**src/rtl/status_frame_tx.sv**
```systemverilog
// Status frame transmitter: EB 90 seq TAG payload chk 09 D7 into the UART TX FIFO.
// Heartbeat frames are built in when STATUS_FRAME_HEARTBEAT_EN is defined.
module status_frame_tx #(
    parameter int         FIFO_DEPTH = 16,
    parameter int         COUNTER_W  = 5,
    parameter logic [7:0] TAG        = 8'hBA,
    parameter int         GAP_CYCLES = 640,
    parameter int         PERIOD     = 1000000
) (
    input  logic                 clk,
    input  logic                 rst,
    input  logic                 send_req,
    input  logic [7:0]           status_in,
    input  logic [COUNTER_W-1:0] tf_counter,
    output logic                 tf_push,
    output logic [7:0]           tdr,
    output logic                 busy,
    output logic                 frame_done,
    output logic [7:0]           seq_out
);

    localparam int GW = $clog2(GAP_CYCLES + 1);
    localparam logic [GW-1:0] GAP_LAST = GW'(GAP_CYCLES - 1);

    typedef enum logic [1:0] {IDLE, LOAD, SEND, GAP} state_t;

    state_t        state;
    state_t        state_next;
    logic          pending;
    logic          hb_tick;
    logic [7:0]    payload;
    logic [7:0]    chk;
    logic [2:0]    idx;
    logic [GW-1:0] gap_cnt;
    logic          push_go;
    logic          gap_last;
    logic          fifo_ok;
    logic [7:0]    cur_byte;

`ifdef STATUS_FRAME_HEARTBEAT_EN
    logic [31:0] hb_cnt;

    assign hb_tick = (hb_cnt == 32'(PERIOD - 1));

    always_ff @(posedge clk) begin
        if (rst) begin
            hb_cnt <= 32'd0;
        end else if (hb_tick) begin
            hb_cnt <= 32'd0;
        end else begin
            hb_cnt <= hb_cnt + 32'd1;
        end
    end
`else
    assign hb_tick = 1'b0;
`endif

    assign fifo_ok = (tf_counter < COUNTER_W'(FIFO_DEPTH));

    always_comb begin
        cur_byte = 8'h00;
        case (idx)
            3'd0:    cur_byte = 8'hEB;
            3'd1:    cur_byte = 8'h90;
            3'd2:    cur_byte = seq_out;
            3'd3:    cur_byte = TAG;
            3'd4:    cur_byte = payload;
            3'd5:    cur_byte = chk;
            3'd6:    cur_byte = 8'h09;
            default: cur_byte = 8'hD7;
        endcase
    end

    // A push is only issued when the previous cycle had none, so the
    // FIFO occupancy seen here already includes the last byte written.
    always_comb begin
        state_next = state;
        push_go    = 1'b0;
        gap_last   = 1'b0;
        case (state)
            IDLE: begin
                if (pending) state_next = LOAD;
            end
            LOAD: state_next = SEND;
            SEND: begin
                if (!tf_push && fifo_ok) begin
                    push_go = 1'b1;
                    if (idx == 3'd7) state_next = GAP;
                end
            end
            GAP: begin
                if (gap_cnt == GAP_LAST) begin
                    gap_last   = 1'b1;
                    state_next = IDLE;
                end
            end
            default: state_next = IDLE;
        endcase
    end

    always_ff @(posedge clk) begin
        if (rst) begin
            state <= IDLE;
        end else begin
            state <= state_next;
        end
    end

    always_ff @(posedge clk) begin
        if (rst) begin
            pending    <= 1'b0;
            payload    <= 8'h00;
            chk        <= 8'h00;
            idx        <= 3'd0;
            gap_cnt    <= '0;
            tf_push    <= 1'b0;
            tdr        <= 8'h00;
            busy       <= 1'b0;
            frame_done <= 1'b0;
            seq_out    <= 8'h00;
        end else begin
            pending    <= (pending && state != LOAD) || send_req || hb_tick;
            tf_push    <= push_go;
            frame_done <= gap_last;
            if (state == IDLE && pending) busy <= 1'b1;
            if (gap_last) busy <= 1'b0;
            if (gap_last) seq_out <= seq_out + 8'd1;
            if (state == LOAD) begin
                payload <= status_in;
                chk     <= 8'h00 - (seq_out + TAG + status_in);
                idx     <= 3'd0;
            end
            if (push_go) begin
                tdr <= cur_byte;
                idx <= idx + 3'd1;
            end
            if (state == GAP) begin
                gap_cnt <= gap_cnt + 1'b1;
            end else begin
                gap_cnt <= '0;
            end
        end
    end

endmodule

```
**config.mk**
```make
export PLATFORM = sky130hd
export DESIGN_NAME = status_frame_tx
export DESIGN_NICKNAME = d
export VERILOG_FILES = /design/src/rtl/status_frame_tx.sv
export SDC_FILE = /design/constraint.sdc
export NUM_CORES = 1
export LEC_CHECK = 0
export BUFFER_PORTS_ARGS = -buffer_cell sky130_fd_sc_hd__clkbuf_2
export CELL_PAD_IN_SITES_DETAIL_PLACEMENT = 1
export CELL_PAD_IN_SITES_GLOBAL_PLACEMENT = 2
export CORE_ASPECT_RATIO = 1.75
export CORE_MARGIN = 5
export CORE_UTILIZATION = 30
export DETAILED_ROUTE_END_ITERATION = 8
export PLACE_DENSITY_LB_ADDON = 0.1
export SLEW_MARGIN = 0
export SYNTH_ARGS = -nofsm -noshare
export SYNTH_HDL_FRONTEND = slang
export SYNTH_SLANG_ARGS = --single-unit
```
**constraint.sdc**
```tcl
create_clock -name clk -period 5.7 [get_ports clk]
set_input_delay 0.285 -clock clk [delete_from_list [all_inputs] [get_ports clk]]
set_output_delay 0.285 -clock clk [all_outputs]
set_load 0.005 [all_outputs]
```
# == Word level (Yosys, flattened, before mapping) ==
# Index checks and enable logic that the tools add are counted.
# word_totals
inputBits,16
word_cells,58
out_inout_bits,19
regBits,51
# op_classes
n_mux,12
n_addsub,6
n_eq_ne,16
bitwise_logic,1
n_reduce_logical,11
order_cmp,1
# ops
op,count
$pmux 8 s7,1
$eq 3x3->1 const B,4
$add 10x1->10 const B,1
$eq 10x10->1 const B,1
$add 8x1->8 const B,1
$add 8x8->8,1
$add 8x8->8 const B,1
$mux 2,4
$ne 2x2->1 const B,4
$pmux 2 s4,1
$sub 1x8->8 const A,1
$eq 3x2->1 const B,2
$mux 3,2
$lt 5x5->1 const B,1
$eq 2x2->1 const B,2
$mux 1,4
$reduce_and 4->1,1
$reduce_or 2->1,2
$add 3x1->3 const B,1
$eq 3x1->1 const B,1
$logic_and 1x1->1,3
$logic_not 3->1,1
$eq 2x1->1 const B,1
$logic_not 2->1,1
other kinds (5),5

# == Longest topological paths before layout ==
# Gate-level depths: netlist of the first run.
# logic_depth
word_depth,5
mapped_depth,9
ltp_nobuf,9

# == Worst setup path after synthesis of the first run ==
# No wires, ideal clock.
# synth_path
path_type,register to register
start,register seq_out[2]
end,register chk[7]
t_arrival_ns,1.996
period_less_slack_ns,2.081
path_stages_with_launch,10
setup_ns,0.086
path_slack_ns,3.619
cell_sequence,dfxtp_1 > clkbuf_1 > inv_1 > ha_1 > inv_1 > fa_1 > nor2b_1 > o21bai_1 > a21o_1 > a211oi_1
# synth_between
elab_chain_cells,3
# synth_lines
element,line,text
"start, declared",19,output logic [7:0] seq_out
"start signal, assigned",127,if (gap_last) seq_out <= seq_out + 8'd1;
$add 8x8->8 (2 in series),130,chk <= 8'h00 - (seq_out + TAG + status_in);
$sub 1x8->8,130,
"end signal, assigned",130,
"end, declared",32,logic [7:0] chk;
# No other way between the ends.
# A chain may end at the register's enable or synchronous reset.

# == Worst setup path in the final report of the first run ==
# layout_path
start,register idx[2]
end,register tdr[1]
# layout_between
elab_chain_cells,2
word_cells_on_any_way,8
classes_between,eq/ne (6); mux (1); reduce/logical (1)
# layout_lines
element,line,text
"start, declared",33,logic [2:0] idx;
"start signal, assigned",135,idx <= idx + 3'd1;
"$eq 3x3->1, or another cell as far along",62,case (idx)
$pmux 8 s7 *,62,
"end signal, assigned",134,tdr <= cur_byte;
"end, declared",16,"output logic [7:0] tdr,"
# Every way passes the cells marked *; elsewhere a longest branch is shown, timed or not.

==> flow_metrics.env, run 1 <==
export IMPL_postSynthAreaPerCell_um2=8.73
export IMPL_syn_inst=312
export IMPL_max_vdd_ir_drop_v=0.000203
export IMPL_worstPathArrival_ps=2690
export IMPL_dieArea_um2=11200
export IMPL_placedCellCount=450
export IMPL_whs_endpoint="pending"
export IMPL_finalCriticalPeriod_ps=2460
export IMPL_status="completed"
export IMPL_avgViaCountPerCell=4.97
export IMPL_hold_class="primary input to flop"
export IMPL_dr_pass1_iters=5
export IMPL_internal_power_w=0.000717
export IMPL_crit_chain="clkinv_1 -> ha_1 -> o41ai_1 -> a21oi_1 -> a21oi_1"
export IMPL_drv_slew=0
export IMPL_worst_ep_required_time_ps=5930
export IMPL_synthesis_nets=355
export IMPL_r2r_end="tdr[1]"
export IMPL_fp_dieH_um=136
export IMPL_crit_slowest_cell="o41ai_1"
export IMPL_nNetsFinal=380
export IMPL_rsz0062_at_grt="false"
export IMPL_reg2regPathDepth=5
export IMPL_ys_ff_latch=51
export IMPL_clkPwrFrac=0.340
export IMPL_postCtsSetupBuffers=0
export IMPL_dp_hpwl_um=5610
export IMPL_fin_worst_skew_ps=8.24
export IMPL_regArea_um2=1020
export IMPL_cts_hold_buf=0
export IMPL_post_route_period_util=0.431
export IMPL_cpMostUsedCell="a21oi_1"
export IMPL_ys_seq_area_frac=0.375
export IMPL_initial_core_util=0.303
export IMPL_port_buffers=30
export IMPL_syn_to_final_growth_pct=15.5
export IMPL_cpLargestDelayFamily="compound AO/OA/AOI/OAI gates"
export IMPL_pwr_share_comb=0.241
export IMPL_crit_type="flop to flop"
export IMPL_synth_cell_types=50
export IMPL_grt_max_degree=35
export IMPL_antenna_found_initial=0
export IMPL_rrSetupSlack_ps=3240
export IMPL_dpl_cell_area_um2=2980
export IMPL_ys_flop_type="dfxtp_1"
export IMPL_postLayoutCoreUtil=0.350
export IMPL_drive_gt1_frac=0.148
export IMPL_worst_pin_slew_ps=766
export IMPL_finalSetupTns_ps=0
export IMPL_track_usage=0.148
export IMPL_hold_viol=0
export IMPL_final_cell_mix="dfxtp_1, nor2_1, clkbuf_2, inv_1, ha_1"
export IMPL_yosys_warnings=0
export IMPL_async_flop_share=0
export IMPL_cp_start_kind="flop"
export IMPL_synth_edf_count=0
export IMPL_max_stage_delay_ps=670
export IMPL_wl_per_cell_um=16.4
export IMPL_clockBufferDepth=2
export IMPL_multiInputGateArea_um2=1530
export IMPL_n_fill_cell=1110
export IMPL_syn_area_um2=2720
export IMPL_final_common_cell="dfxtp_1"
export IMPL_power_frac_seq=0.420
export IMPL_grt_pass1_vias=2419
export IMPL_p_leak_nw=1.26
export IMPL_grt_first_pass_wirelength_um=12400
export IMPL_rows=46
export IMPL_num_antenna_cells=0
export IMPL_postLayoutCellArea_um2=3150
export IMPL_worst_path_buf_inv=1
export IMPL_holdPathStages=3
export IMPL_p_switching_w=0.000317
export IMPL_maxCapViolCount=0
export IMPL_htree_levels=2
export IMPL_p_sw_frac=0.307
export IMPL_grt_ovfl_total=0
export IMPL_cts_buffers=5
export IMPL_cts_tree="done"
export IMPL_post_cts_resized=0
export IMPL_gp_congestion=0.710
export IMPL_critPathMaxFanout=11
export IMPL_power_density_nw_per_um2=329
export IMPL_core_area_um2=8980
export IMPL_drc=0
export IMPL_num_io_pins=35
export IMPL_dieWidth_um=82.0
export IMPL_max_freq_mhz=407
export IMPL_end_kind="flop"
export IMPL_min_delay_start="send_req"
export IMPL_cts_sinks=51
export IMPL_clock_latency_ps=300
export IMPL_cts_root_buf="clkbuf_16"
export IMPL_antenna_left=0
export IMPL_relSlewSlack=0.490
export IMPL_clkTransAtPathRegs_ps=70
export IMPL_wirelength_um=7500
export IMPL_setup_viol=0
export IMPL_num_vias=2274
export IMPL_r2r_start="idx[2]"
export IMPL_drt_iter0_drc=76
export IMPL_fin_cells=458
==> worst min-delay path, stage by stage <==
cell,delay [ps]
clkbuf_2,80
a21oi_1,30
nor2_1,70
==> worst max path at each step <==
stage	from	to	slack, ps	depth (start not counted)
global placement	rst	frame_done	3200	4
finish	idx[2]	tdr[1]	3240	5
detailed placement	rst	gap_cnt[8]	3220	4
global route	idx[2]	tdr[1]	3060	5
CTS	idx[2]	tdr[0]	3260	5
floorplan	seq_out[2]	chk[7]	3620	9
==> synth_stat cells (2+ instances only) <==
master | count | share of area
inv_1 | 26 | 0.036
clkinv_1 | 3 | 0.0041
a31o_2 | 2 | 0.0064
a21o_1 | 3 | 0.0083
clkbuf_1 | 8 | 0.011
buf_2 | 2 | 0.0037
nor3b_1 | 2 | 0.0055
o41ai_1 | 2 | 0.0064
and3_1 | 3 | 0.0069
o31ai_1 | 2 | 0.0055
xnor2_1 | 4 | 0.013
o221a_2 | 2 | 0.0083
o21ai_0 | 11 | 0.020
or4_1 | 2 | 0.0055
nand4_1 | 5 | 0.011
nand2_1 | 14 | 0.019
nand2b_1 | 2 | 0.0046
nor2b_1 | 2 | 0.0046
a31oi_1 | 4 | 0.0092
nand3_1 | 12 | 0.022
buf_1 | 3 | 0.0041
xor2_1 | 6 | 0.019
and4_1 | 2 | 0.0064
a22oi_1 | 5 | 0.014
a211oi_1 | 4 | 0.011
a21oi_1 | 24 | 0.044
or2_2 | 3 | 0.0069
mux2i_1 | 14 | 0.051
dfxtp_1 | 51 | 0.37
nor3_1 | 4 | 0.0073
ha_1 | 26 | 0.12
nor2_1 | 41 | 0.057
==> routing by layer <==
layer  vias up  part of all wire  track usage
met5         -                 0            0
met4         0             0.018       0.0555
met3         6             0.023       0.0206
met2        25              0.53        0.266
met1      1094              0.43        0.171
li1       1149                 -            -
==> logic make-up after synthesis <==
family | after synthesis | share of synthesized area
AO/OA/AOI/OAI | 70 | 0.167
XOR/XNOR | 11 | 0.0404
adder cells (fa/ha/maj) | 27 | 0.127
multiplexers | 15 | 0.0556
buffers and inverters | 43 | 0.0629
flip-flops | 51 | 0.375
AND/OR/NAND/NOR | 95 | 0.172
==> cell type report <==
class                   count  area share
repair buffers             32      0.0525
multi-input cells         218       0.487
well taps                 120      0.0477
clock inverters             3      0.0139
clock buffers               5      0.0398
flip-flops and latches     51       0.325
inverters                  29      0.0346
==> per-stage QoR <==
step           hold slack, ps  power, W  worst slack (ps)
2_1_floorplan             402  0.000615              3620
3_3_place_gp              422  0.000693              3200
3_5_place_dp              455  0.000698              3220
4_1_cts                   207   0.00106              3260
5_1_grt                   239   0.00110              3060
6_report                  211   0.00103              3240
==> power by group through the flow <==
stage / Combinational [W] / Clock (W) / Sequential [W]
finish: 0.000249 / 0.000351 / 0.000434
global route: 0.000284 / 0.000379 / 0.000442
global placement: 0.000250 / 0 / 0.000443
detailed placement: 0.000254 / 0 / 0.000444
CTS: 0.000256 / 0.000364 / 0.000436
floorplan: 0.000180 / 0 / 0.000436
==> flip-flops by register name (all words and copies together), names as in the netlist <==
signal,cells
tf_push,1
state,2
gap_cnt,10
pending,1
seq_out,8
busy,1
idx,3
frame_done,1
chk,8
tdr,8
payload,8
Note: power is estimated with default switching activity, not from simulation.
==> run 2, diff against run 1 <==
clock period = 2.4 ns   (was 5.7 ns; I/O delays follow)
==> run 2 against run 1 <==
Fmax up 16%. Final cell count up 2.8%. Non-clock buffer count up 13. Clock skew down 4.2 ps. Sequential share of layout area down 0.74 points. Power up 130%. Setup slack worse by 3000 ps. First-iteration DRC count down 13%. Cell area up 2.3%. Critical path type unchanged. Largest power group unchanged.
==> flow_metrics.env, run 2 (synthesis gave the netlist of run 1 again) <==
export IMPL_num_io_pins=35
export IMPL_drv_slew=0
export IMPL_maxCapViolCount=0
export IMPL_setup_viol=0
export IMPL_grt_first_pass_wirelength_um=12900
export IMPL_cts_tree="done"
export IMPL_gp_congestion=0.768
export IMPL_cts_sinks=51
export IMPL_grt_max_degree=34
export IMPL_met1_usage=0.169
export IMPL_cts_hold_buf=0
export IMPL_holdPathStages=3
export IMPL_crit_start="seq_out[4]"
export IMPL_p_sw_frac=0.318
export IMPL_largest_reg_flops=10
export IMPL_crit_type="flop to flop"
export IMPL_max_vdd_ir_drop_v=0.000296
export IMPL_antenna_left=0
export IMPL_max_freq_mhz=472
export IMPL_grt_busiest_layer="met2"
export IMPL_cts_buffers=5
export IMPL_final_cell_mix="dfxtp_1, nor2_1, clkbuf_2, inv_1, ha_1"
export IMPL_clockBufferDepth=2
export IMPL_antenna_found_initial=0
export IMPL_p_leak_nw=1.31
export IMPL_dp_hpwl_um=6130
export IMPL_num_vias=2331
export IMPL_n_fill_cell=1112
export IMPL_regArea_um2=1020
export IMPL_nNetsFinal=393
export IMPL_dieArea_um2=11200
export IMPL_min_delay_start="send_req"
export IMPL_clock_latency_ps=290
export IMPL_whs_endpoint="pending"
export IMPL_hold_viol=0
export IMPL_avgViaCountPerCell=4.95
export IMPL_multiInputGateArea_um2=1530
export IMPL_grtUsageMet2=0.286
export IMPL_power_frac_seq=0.436
export IMPL_crit_chain="inv_1 -> ha_1 -> ha_1 -> o21ai_0 -> o21bai_1 -> a211oi_1 -> a211oi_1"
export IMPL_worst_pin_slew_ps=571
export IMPL_dieWidth_um=82.0
export IMPL_final_common_cell="dfxtp_1"
export IMPL_r2r_start="seq_out[4]"
export IMPL_relSlewSlack=0.617
export IMPL_grt_ovfl_total=0
export IMPL_core_area_um2=8980
export IMPL_pwr_share_comb=0.260
export IMPL_post_route_period_util=0.884
export IMPL_post_cts_resized=0
export IMPL_worstPathArrival_ps=2340
export IMPL_finalCriticalPeriod_ps=2120
export IMPL_critPathMaxFanout=7
export IMPL_drt_iter0_drc=66
export IMPL_cp_start_kind="flop"
export IMPL_power_density_nw_per_um2=738
export IMPL_worst_ep_required_time_ps=2620
export IMPL_fp_dieH_um=136
export IMPL_initial_core_util=0.303
export IMPL_internal_power_w=0.00162
export IMPL_r2r_end="chk[7]"
export IMPL_fin_worst_skew_ps=4.07
export IMPL_fin_hold_ws_ps=44.5
export IMPL_grt_pass1_vias=2482
export IMPL_wirelength_um=7860
export IMPL_finalSetupTns_ps=0
export IMPL_drive_gt1_frac=0.179
export IMPL_num_antenna_cells=0
export IMPL_reg2regPathDepth=7
export IMPL_clkPwrFrac=0.304
export IMPL_p_switching_w=0.000755
export IMPL_rows=46
export IMPL_htree_levels=2
export IMPL_max_stage_delay_ps=510
export IMPL_cts_root_buf="clkbuf_16"
export IMPL_postCtsSetupBuffers=0
export IMPL_rsz0062_at_grt="false"
export IMPL_hold_class="primary input to flop"
export IMPL_dr_pass1_iters=4
export IMPL_status="completed"
export IMPL_wl_per_cell_um=16.7
export IMPL_track_usage=0.154
export IMPL_end_kind="flop"
export IMPL_syn_to_final_growth_pct=18.2
export IMPL_crit_slowest_cell="dfxtp_1"
export IMPL_use_met3=0.0206
export IMPL_clkTransAtPathRegs_ps=70
export IMPL_port_buffers=30
export IMPL_rrSetupSlack_ps=280
export IMPL_top_register="gap_cnt"
export IMPL_drc=0
==> run 2: cell count changes in the layout (fill, tap and decap cells not counted), sizes merged <==
| cell | delta |
|---|---|
| clkinv | -1 |
| clkinvlp | +2 |
| bufinv | -1 |
| buf | +13 |
==> run 2: worst max-delay path: cells and delay by family, from the launching register on <==
kind | cells | cell delay [ps]
buffers and inverters | 1 | 100
adder cells (fa/ha/maj) | 2 | 630
flip-flops | 1 | 510
AO/OA/AOI/OAI | 4 | 790
==> run 2: metrics by stage <==
step | power [W] | std cells | setup WS [ps] | area, um2 | utilization
after floorplan | 0.00146 | 312 | 319 | 2720 | -
after global placement | 0.00169 | 463 | 325 | 3070 | 0.342
after detailed placement | 0.00169 | 463 | 292 | 3070 | 0.342
after CTS | 0.00243 | 471 | 277 | 3220 | 0.359
after global routing | 0.00254 | 471 | 86.9 | 3220 | 0.359
final | 0.00238 | 471 | 280 | 3220 | 0.359
==> run 2: final cells by class <==
class	instances	share of cell area
timing repair buffer	45	0.0816
inverter	29	0.0338
multi-input combinational	218	0.476
sequential	51	0.317
clock inverter	3	0.00622
clock buffer	5	0.0389
tap	120	0.0466
==> run 2: power by group through the flow <==
| stage | clock [W] | combinational [W] | sequential, W |
|---|---|---|---|
| 2_1_floorplan | 0 | 0.000426 | 0.00104 |
| 3_3_place_gp | 0 | 0.000630 | 0.00106 |
| 3_5_place_dp | 0 | 0.000635 | 0.00106 |
| 4_1_cts | 0.000749 | 0.000639 | 0.00104 |
| 5_1_grt | 0.000784 | 0.000704 | 0.00105 |
| 6_report | 0.000722 | 0.000618 | 0.00104 |
==> run 2: how the worst max path moves through the flow <==
stage / end / slack [ps]
floorplan: chk[7] / 320
global placement: chk[7] / 330
detailed placement: chk[7] / 290
CTS: chk[7] / 280
global route: chk[5] / 90
finish: chk[7] / 280
==> run 2: per-layer routing <==
metal	wire [um]	share of wire
met1	3210	0.41
met4	237	0.030
met3	159	0.020
met5	0	0
met2	4250	0.54
